`config.mk`:
```
export PLATFORM = sky130hd
export DESIGN_NAME = lsu
export DESIGN_NICKNAME = d
export VERILOG_FILES = /design/src/rtl/lsu.sv
export SDC_FILE = /design/constraint.sdc
export NUM_CORES = 1
export LEC_CHECK = 0
export ABC_AREA = 1
export CAP_MARGIN = 20
export CORE_MARGIN = 1
export CORE_UTILIZATION = 44
export CTS_CLUSTER_DIAMETER = 60
export DETAILED_ROUTE_END_ITERATION = 10
export GPL_TIMING_DRIVEN = 0
export PLACE_DENSITY_LB_ADDON = 0.2
export SLEW_MARGIN = 10
export SYNTH_ARGS = -nofsm -noshare
export SYNTH_HDL_FRONTEND = slang
export SYNTH_SLANG_ARGS = --single-unit
```
`constraint.sdc`:
```
create_clock -name clk -period 1.9 [get_ports clk]
set_input_delay 0.38 -clock clk [delete_from_list [all_inputs] [get_ports clk]]
set_output_delay 0.38 -clock clk [all_outputs]
set_load 0.05 [all_outputs]
```
`src/rtl/lsu.sv`:
```
// ---------------------------------------------------------------------------
// lsu -- single-outstanding load/store unit.
//
// Accepts one byte/half/word request from IDLE, rejects misaligned requests
// with a one-cycle misalign pulse, otherwise holds a word-aligned memory
// request until mem_ack, then reports completion with a one-cycle done pulse
// and the lane-selected, extended load result.
//
// Ports
//   clk, rst_n          clock, synchronous active-low reset
//   start               request pulse (only looked at in IDLE)
//   we, size, uns       store/load, 00 byte 01 half 10 word 11 illegal, zero-ext
//   addr, wdata         effective address, store data (low bits significant)
//   mem_req/mem_we      memory request and write strobe
//   mem_addr/mem_be     word address and byte enables
//   mem_wdata           lane-replicated store data
//   mem_ack/mem_rdata   completion and read word (same cycle)
//   busy, done          not-IDLE flag, completion pulse
//   rdata               load result (0 for stores), held after done
//   misalign            rejection pulse
// ---------------------------------------------------------------------------
module lsu (
  input  logic        clk,
  input  logic        rst_n,
  input  logic        start,
  input  logic        we,
  input  logic [1:0]  size,
  input  logic        uns,
  input  logic [31:0] addr,
  input  logic [31:0] wdata,
  output logic        mem_req,
  output logic        mem_we,
  output logic [31:0] mem_addr,
  output logic [3:0]  mem_be,
  output logic [31:0] mem_wdata,
  input  logic        mem_ack,
  input  logic [31:0] mem_rdata,
  output logic        busy,
  output logic        done,
  output logic [31:0] rdata,
  output logic        misalign
);

  localparam int NUM_LANES = 4;
  localparam int LANE_W    = 8;

  localparam logic [1:0] S_IDLE = 2'd0;
  localparam logic [1:0] S_REQ  = 2'd1;
  localparam logic [1:0] S_DONE = 2'd2;
  localparam logic [1:0] S_ERR  = 2'd3;

  logic [1:0] state;

  // Request attributes kept for the load-result path.
  logic [1:0] lat_size;
  logic       lat_uns;
  logic [1:0] lat_off;

  // Request decode from the live inputs; only consumed on the accepting edge.
  logic                                mis_c;
  logic [NUM_LANES-1:0]                be_c;
  logic [NUM_LANES-1:0][LANE_W-1:0]    wdata_c;

  always_comb begin
    mis_c = 1'b0;
    be_c  = 4'b1111;
    case (size)
      2'b00: be_c = 4'b0001 << addr[1:0];
      2'b01: begin
        be_c  = 4'b0011 << addr[1:0];
        mis_c = addr[0];
      end
      2'b10: mis_c = (addr[1:0] != 2'b00);
      default: mis_c = 1'b1;
    endcase
  end

  // Each byte lane picks the source byte that lands on it after replication:
  // byte -> always byte 0, half -> byte (lane mod 2), word -> its own byte.
  for (genvar l = 0; l < NUM_LANES; l++) begin : g_lane
    always_comb begin
      case (size)
        2'b00:   wdata_c[l] = wdata[7:0];
        2'b01:   wdata_c[l] = wdata[LANE_W*(l%2) +: LANE_W];
        default: wdata_c[l] = wdata[LANE_W*l +: LANE_W];
      endcase
    end
  end

  // Load result: bring the addressed lane down to bit 0, then extend.
  logic [31:0] shifted;
  logic [31:0] ld_c;

  always_comb begin
    shifted = mem_rdata >> {lat_off, 3'b000};
    case (lat_size)
      2'b00:   ld_c = {{24{~lat_uns & shifted[7]}},  shifted[7:0]};
      2'b01:   ld_c = {{16{~lat_uns & shifted[15]}}, shifted[15:0]};
      default: ld_c = shifted;
    endcase
  end

  always_ff @(posedge clk) begin
    if (!rst_n) begin
      state     <= S_IDLE;
      lat_size  <= 2'b00;
      lat_uns   <= 1'b0;
      lat_off   <= 2'b00;
      mem_req   <= 1'b0;
      mem_we    <= 1'b0;
      mem_addr  <= 32'h0;
      mem_be    <= 4'h0;
      mem_wdata <= 32'h0;
      busy      <= 1'b0;
      done      <= 1'b0;
      rdata     <= 32'h0;
      misalign  <= 1'b0;
    end else begin
      case (state)
        S_IDLE: begin
          if (start) begin
            busy     <= 1'b1;
            lat_size <= size;
            lat_uns  <= uns;
            lat_off  <= addr[1:0];
            if (mis_c) begin
              // Rejected: flag it and never touch the memory port.
              state    <= S_ERR;
              misalign <= 1'b1;
            end else begin
              state     <= S_REQ;
              mem_req   <= 1'b1;
              mem_we    <= we;
              mem_addr  <= {addr[31:2], 2'b00};
              mem_be    <= be_c;
              mem_wdata <= wdata_c;
            end
          end
        end
        S_REQ: begin
          // Memory port fields hold their values; wait as long as it takes.
          if (mem_ack) begin
            state   <= S_DONE;
            mem_req <= 1'b0;
            done    <= 1'b1;
            rdata   <= mem_we ? 32'h0 : ld_c;
          end
        end
        S_DONE: begin
          state <= S_IDLE;
          done  <= 1'b0;
          busy  <= 1'b0;
        end
        default: begin
          state    <= S_IDLE;
          misalign <= 1'b0;
          busy     <= 1'b0;
        end
      endcase
    end
  end

endmodule
```
**Word-level counts from Yosys, hierarchy flattened**

Cells that the tools add are included.

- Register bits after elaboration: 110
- Bits in latches: 0
- Memory bits (writable): 0
- Memory bits (read-only): 0
- Input port bits: 104
- Word-level logic and storage cells: 69
- Memories kept: 0

- Add/sub/neg operators: 0
- Multiply operators: 0
- Divide/modulo/power cells: 0
- Magnitude comparators: 0
- Equality and inequality tests: 9
- Shift operators: 3
- Multiplexer cells: 22
- Bitwise logic cells: 6
- Reduce and logical (&&, ||, !) cells: 16

Operators with widths:

| cell | count |
|---|---|
| $pmux 32 s2 | 1 |
| $mux 32 | 1 |
| $shr 32x5->32 | 1 |
| $mux 8 | 2 |
| $pmux 8 s2 | 1 |
| $reduce_and 2->1 | 5 |
| $ne 2x2->1 const B | 4 |
| $pmux 1 s2 | 4 |
| $pmux 4 s2 | 1 |
| $mux 1 | 7 |
| $eq 2x1->1 const B | 3 |
| $logic_not 2->1 | 3 |
| $mux 2 | 3 |
| $reduce_and 3->1 | 2 |
| $reduce_bool 2->1 | 3 |
| $eq 2x2->1 const B | 2 |
| $not 1->1 | 4 |
| $pmux 2 s2 | 1 |
| $reduce_and 4->1 | 1 |
| $reduce_or 2->1 | 2 |
| $shl 1x2->4 const A | 1 |
| $shl 2x2->4 const A | 1 |
| $pmux 1 s3 | 1 |
| $and 1x1->1 | 2 |

**Depth between registers and ports, before layout**

Gate-level depths: netlist of the first run.

- Word-level depth: 5
- Depth in mapped cells: 10
- Mapped depth without buffers: 9

**Least setup slack after synthesis of the first run**

OpenSTA, ideal clock, no wires.

- Path kind: reg2reg
- From: reg state[1]
- To: reg rdata[29]
- Library setup time: 0.072 ns
- Data arrival time: 1.332 ns
- Slack: 0.495 ns
- Stages on the path, launching flop included: 10
- Path buffers: 1
- Period minus slack after synthesis: 1.405 ns
- Cells stage by stage: dfxtp_1 > inv_1 > ha_1 > nand2_2 > nor2_4 > inv_2 > buf_2 > a21oi_1 > nand2_1 > a21oi_1

- Longest elaborated chain between the ends: 2

RTL lines:

| item | RTL line | RTL |
|---|---|---|
| start: declaration | 52 | `logic [1:0] state;` |
| start signal: assignment | 105 | `state <= S_IDLE;` |
| start signal: assignment | 128 | `state <= S_ERR;` |
| start signal: assignment | 131 | `state <= S_REQ;` |
| $eq 2x1->1 | 119 | `case (state)` |
| $reduce_and 2->1 (no source line) | n/a |  |
| end signal: assignment | 146 | `rdata <= mem_we ? 32'h0 : ld_c;` |
| end: declaration | 40 | `output logic [31:0] rdata,` |

Every way passes these cells.
A chain may end at the register's enable or synchronous reset.

**Worst setup path in the final report of the first run**

- From: reg rdata[12]
- To: out rdata[12]

No word-level cell between the ends.

==> metrics.txt, run 1 <==
Final GP Congestion=0.927; core area=between 10000 and 15000 sq um; max-cap violations=0; R2R cell count=9; Post-Route WL=16200 um; origin of the critical flop-to-flop path=state[1]; clk_skew=about 0.0097 ns; post-synthesis cell count=around 730; CP Buf/Inv Count=1; grt ovf=0; CTS Sinks=110; highest-delay cell along the critical path=clkdlybuf4s50_1; asr flop ratio synth=0; Lkg Pwr=between 0.004 and 0.005 uW; TritonCTS clock tree=built; cell area after synthesis=about 5200 sq um; largest net degree at the start of global routing=20; Die Area=about 12000 sq um; clk buf depth=2; CP endpoint kind=output port; share of post-route cells with drive strength above 1=0.113; post-synth top area share=0.421; critical path's top delay family=buffers and inverters; vias in the first global route=between 5000 and 6000; IR drop worst, VDD=between 0.4 and 0.5 mV; post-synth top area cell=dfxtp_1; Top FF cell, synth=dfxtp_1; HPWL Detailed=approximately 12000 um; WL/cell=roughly 15 um; violated checks=design-rule violations; Setup TNS Final=0 ns; CP peak stage delay=roughly 0.8 ns; min-delay src=size[0]; number of fill cells=between 1000 and 1500; first-pass GRT wire length=about 26000 um; IO Pins=approximately 210; total power=roughly 6600 uW; number of flops mapped to enable cells by yosys=0; fmax=~0.53 GHz; register area share after synthesis=0.421; ranking of synthesized cells by area=dfxtp_1 42%, nand2_1 21%, a21oi_1 11%; Slew @ Worst Pin=0.651 ns; hold buffers post-CTS=0; die height=111 um; power per cell area=830 nW/um^2; Rel. slew slack=0.566; DR iter-0 viols=between 300 and 400; status=complete, but fails checks; Final nets=1057; clk slew on worst S/H paths=about 0.070 ns; initial antenna violation count=0; clock root buffer master=clkbuf_16; RR Endpoint=rdata[30]; worst-path cell chain=clkdlybuf4s50_1; fin crit period=between 1.5 and 2 ns; worst skew pair latency=approximately 0.35 ns; critical path class=reg2out; crit share post-route=0.986; number of H-tree levels=3; gr usage total=0.261; Pins Over Slew Limit=0; Worst EP required=around 1.5 ns; critical path arrival=between 1 and 1.5 ns; Final Setup Violations=0; Worst setup endpoint=rdata[12]; Die Span X=roughly 110 um; Crit. Startpoint=rdata[12]; Distinct cells, synth=32; Final Hold Fails=0; R2R Setup Slk=~0.15 ns; Vias/cell=roughly 5.1; ANT cells=0; Area Growth Syn to Fin=51.0%; Num CTS Buffers=9; synth warn=0; Hold Crit Class=in2reg; nature of the critical path startpoint=register; Initial Utilization=0.454; #FFs+latches synth=between 100 and 150; CP max FO=2; synthesized area per cell=7.12 sq um; DR vias=roughly 5600; post-route antenna net violation count=0; Worst path depth=1; DRC violation count after routing=26; row cnt=39; DR pass1 iterations=8; IO buf count=~200
==> cells in the mapped netlist, types with 4 or more instances <==
cell type,number
nand2_1,290
a21oi_1,112
dfxtp_1,110
nand3_1,35
o21ai_0,33
nand2_2,23
a21oi_2,20
clkbuf_1,18
buf_2,16
inv_1,16
nor2_1,11
buf_4,7
o211ai_1,7
buf_6,5
buf_8,4
==> stage by stage <==
| stage | hold WS [ns] | cells | worst slack [ns] | cell area [sq um] | utilization |
|---|---|---|---|---|---|
| 5_1_grt | 0.433 | 1098 | -0.00607 | 7890 | 0.685 |
| 6_report | 0.444 | 1098 | 0.0270 | 7890 | 0.685 |
| 3_5_place_dp | 0.457 | 1082 | -0.209 | 7450 | 0.647 |
| 3_3_place_gp | 0.451 | 1082 | -0.163 | 7450 | 0.647 |
| 4_1_cts | 0.427 | 1098 | 0.000383 | 7730 | 0.671 |
| 2_1_floorplan | 0.456 | 735 | 0.495 | 5230 | - |
==> routing by layer <==
layer	vias up	global-route usage	routed length, um
met3	37	0.0672	1230
met2	222	0.443	7660
met5	-	0	0
met1	2528	0.313	6930
met4	0	0.105	416
li1	2814	-	-
==> sequential cells by signal, summed over array words and instances, names as in the netlist, 2 cells and up <==
signal	cells
mem_wdata	32
rdata	32
mem_addr	30
mem_be	4
lat_off	2
lat_size	2
state	2
==> kinds of logic (layout without fill, tap and decap cells) <==
logic type      after synthesis  after routing  share of synthesized area
compound gates              174            174                      0.185
fa+ha+maj                     3              3                    0.00718
flops                       110            110                      0.421
simple gates                371            371                      0.300
buf+inv                      75            295                     0.0857
other cells                   1              2                   0.000718
==> cells in the final DEF (no fill, tap or decap), types with 2 or more instances in the layout <==
cell type        Yosys  routed
nand2_1            290     290
clkdlybuf4s50_1      0     119
a21oi_1            112     112
dfxtp_1            110     110
dlymetal6s2s_1       0      64
nand3_1             35      35
o21ai_0             33      33
nand2_2             23      23
dlygate4sd2_1        0      21
a21oi_2             20      20
clkbuf_1            18      18
inv_1               16      16
buf_2               16      16
nor2_1              11      11
clkbuf_16            0       9
buf_4                7       7
o211ai_1             7       7
buf_6                5       5
buf_8                4       4
inv_2                3       3
ha_1                 3       3
clkinv_2             2       2
nand2_4              2       2
nor2_4               2       2
nand3_4              2       2
nor3_1               2       2
buf_12               2       2
conb_1               1       2
inv_8                0       2
==> final cells by class <==
| type | count | area, sq um | area share |
|---|---|---|---|
| Multi-Input combinational cell | 550 | 2580 | 0.327 |
| Sequential cell | 110 | 2200 | 0.279 |
| Timing Repair Buffer | 204 | 2180 | 0.276 |
| Buffer | 53 | 362 | 0.0458 |
| Clock buffer | 10 | 229 | 0.0290 |
| Tap cell | 143 | 179 | 0.0227 |
| Inverter | 22 | 87.6 | 0.0111 |
| Clock inverter | 6 | 77.6 | 0.00983 |
==> where the power goes <==
part	leakage (uW)	internal [uW]	total, uW	switching, uW
sequential	0.000895	2460	2540	82.0
clock	0.000147	1050	1950	901
combinational	0.00321	749	2060	1310
total	0.00426	4260	6550	2290
==> how the worst min path moves through the flow <==
stage                              to  depth (start not counted)
after floorplan              state[0]                          2
after CTS                 lat_size[0]                          3
after global placement    mem_addr[3]                          2
after global routing      lat_size[0]                          3
final                     lat_size[0]                          3
after detailed placement    rdata[16]                          2
==> repair_timing <==
| action | CTS | global route |
|---|---|---|
| endpoints found under the setup margin | 21 | 65 |
| buffers inserted | 0 | 0 |
| hold endpoints to repair | 0 | 0 |
| gates cloned | 0 | 0 |
| resized for setup | 21 | 66 |
No activity file was read; power rests on OpenSTA's default activity.
==> run 2, diff against run 1 <==
--- a/config.mk
+++ b/config.mk
@@ -14,2 +14,3 @@
 export GPL_TIMING_DRIVEN = 0
+export HOLD_SLACK_MARGIN = 0.05
 export PLACE_DENSITY_LB_ADDON = 0.2
==> constraint.sdc (replaced) <==
create_clock -name clk -period 1.9 [get_ports clk]
set_input_delay 0.19 -clock clk [delete_from_list [all_inputs] [get_ports clk]]
set_output_delay 0.19 -clock clk [all_outputs]
set_load 0.05 [all_outputs]
==> run 2 against run 1 <==
Net effect:
- the flow still finishes with violations (design-rule violations)
- clock power barely moved
- via count is 0.20% lower
- power increased by 0.76%
- first-iteration DRC count shrank 13%
- critical path depth stayed put
- non-clock buffer count stayed put
- sequential power about the same
- critical path type unchanged
- count of clock-buffer cells in the layout did not move
- clock skew is 0.0025 ns higher
- cell count unchanged
- combinational power about the same
==> metrics.txt, run 2 (synthesized netlist as in run 1, its figures left out) <==
TritonCTS clock tree=built; DR pass1 iterations=8; clk_skew=0.0122 ns; Num CTS Buffers=9; HPWL Detailed=between 10000 and 15000 um; CP peak stage delay=0.83 ns; commonest non-fill, non-tap cells in the layout=290 x nand2_1, 204 x clkdlybuf4s50_1, 112 x a21oi_1; Final nets=approximately 1100; status=complete, but fails checks; Placement Cell Area=approximately 7500 sq um; post-CTS sizing=0; fin crit period=about 1.8 ns; clk buf depth=2; WL/cell=~15 um; power per cell area=between 800 and 900 nW/um^2; worst skew pair latency=approximately 0.35 ns; Max Used Layer=met4; Hold Crit Class=in2reg; CTS Sinks=110; critical path class=reg2out; commonest non-fill, non-tap cell in the layout=nand2_1; RSZ-0062 raised after global routing=false; fmax=~0.56 GHz; first-pass GRT wire length=approximately 26000 um; grt ovf=0; initial antenna violation count=0; nature of the critical path startpoint=register; CP max FO=3; Core Util, Final=0.674; wl on met1=7070 um; DR iter-0 viols=roughly 310; clk slew on worst S/H paths=0.08 ns; vias in the first global route=~5300; Die Span X=about 110 um; CP Buf/Inv Count=1; core area=between 10000 and 15000 sq um; Final Setup Violations=0; number of H-tree levels=3; top flop regs=mem_wdata x32, rdata x32, mem_addr x30; critical path arrival=roughly 1.6 ns; Worst EP required=around 1.7 ns; Vias/cell=approximately 5; max-cap violations=0; violated checks=design-rule violations; Slew @ Worst Pin=0.650 ns; CP endpoint kind=output port; gr usage total=0.261; DR vias=roughly 5600; critical path's top delay family=buffers and inverters; hold buffers post-CTS=0; Lkg Pwr=~0.0030 uW; IO Pins=209; DRC violation count after routing=26; Post-Route WL=between 15000 and 20000 um; Area Growth Syn to Fin=48.4%; worst-path cell chain=clkdlybuf4s50_1; WL met2=7570 um; crit share post-route=0.937; Final Hold Fails=0; Rel. slew slack=0.566; DR WL met3=between 1000 and 1500 um; ANT cells=0; Pins Over Slew Limit=0; share of post-route cells with drive strength above 1=0.112; clock root buffer master=clkbuf_16; IO buf count=204; post-route antenna net violation count=0; Design Area, Final=7760 sq um; highest-delay cell along the critical path=clkdlybuf4s50_1; postcts setup bufs=0; row cnt=39; Final GP Congestion=between 0.9 and 1; Die Area=~12000 sq um; IR drop worst, VDD=roughly 0.44 mV; Initial Utilization=0.454; die height=around 110 um; largest net degree at the start of global routing=20
## run 2: area by class of cell
class,count,area (sq um)
Timing Repair Buffer,204,2040
Sequential cell,110,2200
Fill cell,1052,3760
Clock inverter,6,77.6
Inverter,22,87.6
Multi-Input combinational cell,550,2580
Buffer,53,360
Tap cell,143,179
Clock buffer,10,229
## run 2: worst paths after layout
path,from,to,slack [ns],cells after the start
worst min register to register,rdata[16],rdata[16],0.46,2
worst min-delay path,size[0],lat_size[0],0.25,3
worst max register to register,state[1],rdata[29],0.16,9
worst max-delay path,mem_we,mem_we,0.12,1
## run 2: worst reg2reg max path, cell delays in order (launching register included)
cell	delay, ns
dfxtp_1	0.33
inv_1	0.08
ha_1	0.24
nand2_2	0.17
nor2_4	0.22
inv_2	0.11
buf_2	0.20
a21oi_1	0.12
nand2_1	0.08
a21oi_1	0.12
## run 2: routing by layer
metal / GRT usage / up-vias
li1: - / 2814
met1: 0.313 / 2533
met2: 0.443 / 213
met3: 0.0672 / 30
met4: 0.105 / 0
met5: 0 / -
## run 2: per-stage QoR
stage	total power [uW]	cells	TNS, ns	hold WS [ns]	setup slack, ns
after floorplan	3930	735	0	0.326	0.495
after global placement	4660	1082	0	0.451	0.0270
after detailed placement	4680	1082	-0.0188	0.457	-0.0188
after CTS	6620	1098	0	0.237	0.100
after global routing	6930	1098	0	0.243	0.0131
final	6600	1098	0	0.254	0.121
## run 2: power breakdown
part           leakage, uW  total (uW)  internal (uW)  switching, uW
Sequential        0.000895        2550           2460           86.3
Combinational      0.00198        2090            781           1310
Clock             0.000147        1970           1050            914
Total              0.00302        6600           4290           2310
==> run 3, diff against run 2 <==
Settings changed: CTS_CLUSTER_SIZE set to 20.
==> results of run 3 <==
Final layout, timing and power as in run 2 (identical DEF).
